--- src/rtl/eq_pkg.sv ---
// rtl/eq_pkg.sv - shared FFE/LMS fixed-point formats, PAM2 levels and phase encodings
package eq_pkg;

    localparam int EQ_IN_BW    = 11;
    localparam int EQ_OUT_BW   = 9;
    localparam int EQ_COEF_BW  = 9;
    localparam int IN_FRAC     = 7;
    localparam int OUT_FRAC    = 7;
    localparam int COEF_FRAC   = 7;

    // PAM2 decision magnitude: +/-1.0 in S(9,7)
    localparam int DEC_LEVEL   = 128;

    typedef enum logic [1:0] {
        PH_WARM = 2'b00,
        PH_FAST = 2'b01,
        PH_SLOW = 2'b10,
        PH_HOLD = 2'b11
    } phase_t;

endpackage

--- src/rtl/lms_tap_update.sv ---
// rtl/lms_tap_update.sv - one LMS tap: e*x product, step-size shift, saturating accumulator
module lms_tap_update
    import eq_pkg::*;
#(
    parameter int IN_BW    = EQ_IN_BW,
    parameter int ERR_BW   = EQ_OUT_BW + 1,
    parameter int COEF_BW  = EQ_COEF_BW,
    parameter int FRAC_EXT = 12,
    parameter int MU_FAST  = 4,
    parameter int MU_SLOW  = 8,
    parameter logic [COEF_BW+FRAC_EXT-1:0] INIT = '0
) (
    input  logic               i_clk,
    input  logic               i_rst,
    input  logic               i_upd,
    input  logic               i_slow,
    input  logic [ERR_BW-1:0]  i_err,
    input  logic [IN_BW-1:0]   i_x,
    output logic [COEF_BW-1:0] o_coef
);

    localparam int ACC_BW  = COEF_BW + FRAC_EXT;
    localparam int PROD_BW = ERR_BW + IN_BW;
    // product carries IN_FRAC+OUT_FRAC fraction bits; the accumulator carries COEF_FRAC+FRAC_EXT
    localparam int SHL     = COEF_FRAC + FRAC_EXT - IN_FRAC - OUT_FRAC;
    localparam int TERM_BW = PROD_BW + SHL;
    localparam int SUM_BW  = ((TERM_BW > ACC_BW) ? TERM_BW : ACC_BW) + 1;

    localparam logic [ACC_BW-1:0] ACC_MAX = {1'b0, {(ACC_BW-1){1'b1}}};
    localparam logic [ACC_BW-1:0] ACC_MIN = {1'b1, {(ACC_BW-1){1'b0}}};

    logic signed [ACC_BW-1:0]  acc;
    logic signed [ACC_BW-1:0]  acc_nxt;
    logic signed [PROD_BW-1:0] err_ext;
    logic signed [PROD_BW-1:0] x_ext;
    logic signed [PROD_BW-1:0] prod;
    logic signed [TERM_BW-1:0] term_shl;
    logic signed [TERM_BW-1:0] term;
    logic signed [SUM_BW-1:0]  sum;
    logic                      ovf;

    assign err_ext  = {{IN_BW{i_err[ERR_BW-1]}}, i_err};
    assign x_ext    = {{ERR_BW{i_x[IN_BW-1]}}, i_x};
    assign prod     = err_ext * x_ext;
    assign term_shl = {prod, {SHL{1'b0}}};
    assign term     = i_slow ? (term_shl >>> MU_SLOW) : (term_shl >>> MU_FAST);

    // Wide add, then clamp to the accumulator range instead of wrapping
    always_comb begin
        sum     = {{(SUM_BW-TERM_BW){term[TERM_BW-1]}}, term}
                + {{(SUM_BW-ACC_BW){acc[ACC_BW-1]}}, acc};
        ovf     = (sum[SUM_BW-1:ACC_BW-1] != {(SUM_BW-ACC_BW+1){sum[SUM_BW-1]}});
        acc_nxt = sum[ACC_BW-1:0];
        if (ovf) begin
            acc_nxt = sum[SUM_BW-1] ? ACC_MIN : ACC_MAX;
        end
    end

    // Accumulator register, loaded only on a gated update
    always_ff @(posedge i_clk) begin
        if (i_rst) begin
            acc <= INIT;
        end else if (i_upd) begin
            acc <= acc_nxt;
        end
    end

    assign o_coef = acc[ACC_BW-1 -: COEF_BW];

endmodule

--- src/rtl/lms_coef_update.sv ---
// rtl/lms_coef_update.sv - FFE adaptive coefficient engine: slicer, error, delay line, phase FSM
module lms_coef_update
    import eq_pkg::*;
#(
    parameter int IN_BW     = EQ_IN_BW,
    parameter int OUT_BW    = EQ_OUT_BW,
    parameter int COEF_BW   = EQ_COEF_BW,
    parameter int N_COEF    = 7,
    parameter int DELAY     = 2,
    parameter int FRAC_EXT  = 12,
    parameter int MU_FAST   = 4,
    parameter int MU_SLOW   = 8,
    parameter int FAST_SYMS = 1024
) (
    input  logic                      i_clk,
    input  logic                      i_rst,
    input  logic                      i_en,
    input  logic                      i_adapt,
    input  logic [IN_BW-1:0]          i_x,
    input  logic [OUT_BW-1:0]         i_y,
    output logic [COEF_BW*N_COEF-1:0] o_coefs,
    output logic [OUT_BW:0]           o_err,
    output logic                      o_dec,
    output logic [1:0]                o_phase
);

    localparam int ERR_BW  = OUT_BW + 1;
    localparam int DL_LEN  = N_COEF + DELAY;
    localparam int CNT_BW  = $clog2(FAST_SYMS + 1);
    localparam int WARM_BW = $clog2(DL_LEN + 1);
    localparam int ACC_BW  = COEF_BW + FRAC_EXT;
    localparam logic [ACC_BW-1:0] ACC_ONE = ACC_BW'(1) << (COEF_FRAC + FRAC_EXT);

    logic [IN_BW-1:0]   dl [DL_LEN];
    logic               dec;
    logic [ERR_BW-1:0]  dlev;
    logic [ERR_BW-1:0]  err;
    logic               upd;
    logic               is_slow;
    logic               cnt_last;
    phase_t             state;
    phase_t             nxt;
    logic [CNT_BW-1:0]  cnt;
    logic [WARM_BW-1:0] warm_cnt;

    // Slicer and error: e = d - y, widened by one bit so it cannot overflow
    assign dec  = ~i_y[OUT_BW-1];
    assign dlev = dec ? ERR_BW'(DEC_LEVEL) : ERR_BW'(-DEC_LEVEL);
    assign err  = dlev - {i_y[OUT_BW-1], i_y};

    // A symbol is only adapted when the current phase allows it and adapt is still high
    assign upd      = i_en & i_adapt & ((state == PH_FAST) | (state == PH_SLOW));
    assign is_slow  = (state == PH_SLOW);
    assign cnt_last = (cnt == CNT_BW'(FAST_SYMS - 1));

    // Input-sample delay line, advanced with the FFE symbol strobe
    always_ff @(posedge i_clk) begin
        if (i_rst) begin
            for (int j = 0; j < DL_LEN; j++) begin
                dl[j] <= '0;
            end
        end else if (i_en) begin
            dl[0] <= i_x;
            for (int j = 1; j < DL_LEN; j++) begin
                dl[j] <= dl[j-1];
            end
        end
    end

    // Registered decision and error, captured on each symbol
    always_ff @(posedge i_clk) begin
        if (i_rst) begin
            o_err <= '0;
            o_dec <= 1'b0;
        end else if (i_en) begin
            o_err <= err;
            o_dec <= dec;
        end
    end

    // Phase state register
    always_ff @(posedge i_clk) begin
        if (i_rst) begin
            state <= PH_WARM;
        end else begin
            state <= nxt;
        end
    end

    // Phase next-state: warm-up fill, fast acquire, slow track, freeze
    always_comb begin
        nxt = state;
        case (state)
            PH_WARM: begin
                if (i_en && (warm_cnt == WARM_BW'(DL_LEN - 1))) begin
                    nxt = i_adapt ? PH_FAST : PH_HOLD;
                end
            end
            PH_FAST: begin
                if (!i_adapt) begin
                    nxt = PH_HOLD;
                end else if (upd && cnt_last) begin
                    nxt = PH_SLOW;
                end
            end
            PH_SLOW: begin
                if (!i_adapt) begin
                    nxt = PH_HOLD;
                end
            end
            PH_HOLD: begin
                if (i_adapt) begin
                    nxt = (cnt < CNT_BW'(FAST_SYMS)) ? PH_FAST : PH_SLOW;
                end
            end
            default: nxt = PH_WARM;
        endcase
    end

    // Warm-up symbol count and adapting-symbol count (saturates at FAST_SYMS)
    always_ff @(posedge i_clk) begin
        if (i_rst) begin
            warm_cnt <= '0;
            cnt      <= '0;
        end else begin
            if (i_en && (state == PH_WARM)) begin
                warm_cnt <= warm_cnt + 1'b1;
            end
            if (upd && (cnt != CNT_BW'(FAST_SYMS))) begin
                cnt <= cnt + 1'b1;
            end
        end
    end

    assign o_phase = state;

    for (genvar k = 0; k < N_COEF; k++) begin : g_tap
        lms_tap_update #(
            .IN_BW    (IN_BW),
            .ERR_BW   (ERR_BW),
            .COEF_BW  (COEF_BW),
            .FRAC_EXT (FRAC_EXT),
            .MU_FAST  (MU_FAST),
            .MU_SLOW  (MU_SLOW),
            .INIT     ((k == N_COEF / 2) ? ACC_ONE : '0)
        ) u_tap (
            .i_clk  (i_clk),
            .i_rst  (i_rst),
            .i_upd  (upd),
            .i_slow (is_slow),
            .i_err  (err),
            .i_x    (dl[k+DELAY]),
            .o_coef (o_coefs[k*COEF_BW +: COEF_BW])
        );
    end

endmodule

--- config.mk ---
export PLATFORM = sky130hd
export DESIGN_NAME = lms_coef_update
export DESIGN_NICKNAME = d
export VERILOG_FILES = /design/src/rtl/eq_pkg.sv /design/src/rtl/lms_tap_update.sv /design/src/rtl/lms_coef_update.sv
export SDC_FILE = /design/constraint.sdc
export NUM_CORES = 2
export LEC_CHECK = 0
export BUFFER_PORTS_ARGS = -buffer_cell sky130_fd_sc_hd__buf_2
export CORE_UTILIZATION = 63
export DETAILED_ROUTE_END_ITERATION = 10
export GPL_TIMING_DRIVEN = 0
export PLACE_DENSITY = 0.8
export SLEW_MARGIN = 20
export SYNTH_ARGS = -nofsm -noshare
export SYNTH_HDL_FRONTEND = slang
export SYNTH_HIERARCHICAL = 1
export SYNTH_SLANG_ARGS = --single-unit
export TNS_END_PERCENT = 20
--- constraint.sdc ---
create_clock -name i_clk -period 24 [get_ports i_clk]
set_input_delay 4.8 -clock i_clk [delete_from_list [all_inputs] [get_ports i_clk]]
set_output_delay 4.8 -clock i_clk [all_outputs]
set_load 0.02 [all_outputs]
==> flow_summary.json <==
{
  "ys_top_cells_by_area": "fa_1 (27%), ha_1 (13%), inv_1 (7.4%), dfxtp_1 (6.7%), edfxtp_1 (5.7%)",
  "numCtsBuffers": 36,
  "detailed_place_hpwl_mm": 96.6,
  "clk_pin_slew_worst_paths_ps": 60,
  "die_h_um": 290,
  "yosys.cell_types.count": 127,
  "ant_nets": 0,
  "grt_pass1_wl_mm": 202,
  "nNetsFinal": 7320,
  "critPathTopFamily": "adder cells",
  "areaGrowthSynthToFinish_pct": 6.15,
  "synthSimpleGateAreaFrac": 0.166,
  "post-route-period-util": 0.615,
  "yosysTopAreaCellShare": 0.269,
  "fin_crit_ps": 14770,
  "crit_cells": 34,
  "worst_setup_path_start_kind": "input pin",
  "drc": 0,
  "tightest_slew_ps": 1080,
  "holdPathEnd": "g_tap[1].u_tap/acc[2]$_SDFFE_PP0P_",
  "ctsResizeCount": 0,
  "gp_congestion": 0.922,
  "dpl.cell_count": 7086,
  "io_buffers": 98,
  "mostFrequentLayoutCell": "inv_1",
  "cts-root-buf": "clkbuf_16",
  "vias_per_cell": 5.76,
  "rrSetupSlack_ps": 15230,
  "synth_xor_area_frac": 0.0522,
  "synth_area_leader_cell": "fa_1",
  "synth_top_family_by_area": "adder cells",
  "dieWidth_um": 290,
  "synth_seq_area_share": 0.124,
  "cts_hold_buf": 0,
  "dieArea_um2": 83900,
  "drt_iter0_drc": 2511,
  "drive_gt1_frac": 0.0870,
  "num_io_pins": 100,
  "cts_tree": "yes",
  "slowest_delay_ps": 620,
  "clock_skew_ps": 37.6,
  "clock_path_buffers": 3,
  "synthArstFlopShare": 0,
  "fmax_ghz": 0.0677,
  "grt_setup_unrepaired": "no",
  "synth_compound_area_frac": 0.135,
  "final_cell_mix": "inv_1 (1030), fa_1 (700), nand2_1 (627)",
  "ys_ff_latch": 274,
  "antenna_found_initial": 2,
  "reg2reg_depth": 28,
  "grt_start_max_net_pins": 63,
  "coreArea_um2": 82000,
  "synth-edff-count": 99,
  "yosys_warnings": 6,
  "syn_nets": 7174,
  "grt_overflow": 0,
  "clock-sinks": 274,
  "slew_violations": 0,
  "worstPathRequired_ps": 24500,
  "crit_top_cell": "fa_1",
  "grt_pass1_vias": 41900,
  "setup_viol": 0,
  "cp_slowest_cell": "and2_2",
  "utilization": 0.675,
  "r2r_start": "dl[0][98]$_SDFFCE_PN0P_",
  "cp_num_buf_inv": 7,
  "track_usage": 0.295,
  "max_slew_margin": 0.278,
  "syn_area_per_cell_um2": 8.82,
  "clk_latency_ps": 590,
  "start_util": 0.636,
  "synthCells": 5908,
  "fin_setup_tns_ps": 0,
  "synth_adder_area_share": 0.399,
  "critPathArrivalTime_ps": 15270,
  "path_max_fanout": 18,
  "r2r_end": "g_tap[6].u_tap/acc[3]$_SDFFE_PP0P_",
  "min_path_cells": 2,
  "cap_violations": 0,
  "num_rows": 105,
  "fin_cells": 7151,
  "syn_area_um2": 52100,
  "worstSetupPathType": "input pin to flip-flop",
  "wl_per_cell_um": 16.8,
  "vias": 41200,
  "routed_wl_mm": 120,
  "hold_viol_final": 0,
  "drtPass1Iterations": 9,
  "ys.flop_type": "dfxtp_1",
  "muxShareOfSynthArea": 0.0203,
  "post-cts-setup-buffers": 0,
  "hold_path_class": "flip-flop to flip-flop",
  "cp-end-kind": "flip-flop",
  "h-tree-depth": 2,
  "min_from": "g_tap[1].u_tap/acc[2]$_SDFFE_PP0P_",
  "outcome": "complete, no violations"
}
[registers in the layout (all words and copies together) (netlist names)]
register / flops
o_err: 10
o_phase: 2
warm_cnt: 4
g_tap.u_tap/acc: 147
cnt: 11
dl: 99
o_dec: 1
[synth_stat cells (29+ instances only)]
master,count
a211oi_1,36
a21o_1,88
a21oi_1,227
a21oi_2,43
a221o_1,65
a31oi_1,33
and2_1,427
buf_4,66
clkbuf_1,204
dfxtp_1,175
edfxtp_1,99
fa_1,700
ha_1,542
inv_1,1032
mux2_2,61
mux2i_1,33
nand2_1,627
nand2b_1,35
nand3_1,50
nand4_1,29
nor2_1,243
nor2b_1,84
nor3_1,54
nor3_2,30
o21a_1,31
o21ai_0,148
xnor2_1,215
xor2_1,90
[routing by layer]
layer  share of wire  track usage
met1            0.41        0.375
met2            0.49        0.509
met3           0.065       0.0467
met4           0.034        0.102
met5         0.00011            0
[cells by family after synthesis]
| group | count (synthesis) |
|---|---|
| multiplexers | 97 |
| AND/OR/NAND/NOR | 1699 |
| AO/OA/AOI/OAI | 953 |
| XOR/XNOR | 308 |
| adder cells (fa/ha/maj) | 1242 |
| buffers and inverters | 1335 |
| flip-flops | 274 |
[how the worst max path moves through the flow]
| stage | slack (ps) | to | start |
|---|---|---|---|
| floorplan | 10800 | g_tap[6].u_tap/acc[0]$_SDFFE_PP0P_ | i_y[0] |
| global placement | 7440 | g_tap[6].u_tap/acc[0]$_SDFFE_PP0P_ | i_y[0] |
| detailed placement | 8440 | g_tap[6].u_tap/acc[1]$_SDFFE_PP0P_ | i_y[0] |
| CTS | 8980 | g_tap[6].u_tap/acc[2]$_SDFFE_PP0P_ | i_y[0] |
| global route | 8690 | g_tap[6].u_tap/acc[2]$_SDFFE_PP0P_ | i_y[0] |
| finish | 9230 | g_tap[6].u_tap/acc[3]$_SDFFE_PP0P_ | i_y[0] |
[worst min-delay path, delay by kind of cell, from the launching register on]
| family | cells | cell delay (ps) |
|---|---|---|
| AOI/OAI and AO/OA | 1 | 50 |
| DFF | 1 | 310 |
| and+or+nand+nor | 1 | 60 |
[final cells by class]
class	count	area, um^2
Antenna cell	1	2.50
Inverter	1037	3890
Timing Repair Buffer	108	679
Buffer	298	1540
Sequential cell	274	6480
Multi-Input combinational cell	4299	40300
Clock buffer	40	926
Tap cell	1070	1340
Fill cell	6502	26600
Clock inverter	24	209
[through the flow]
stage	hold slack (ps)	setup slack, ps	instance area [um^2]
2_1_floorplan	431	10800	52100
3_3_place_gp	438	7440	54000
3_5_place_dp	453	8440	54200
4_1_cts	463	8980	55300
5_1_grt	468	8690	55300
6_report	460	9230	55300
Power is not shown: default switching activity piles up to over one toggle a cycle in this logic, so the estimate is an artifact.
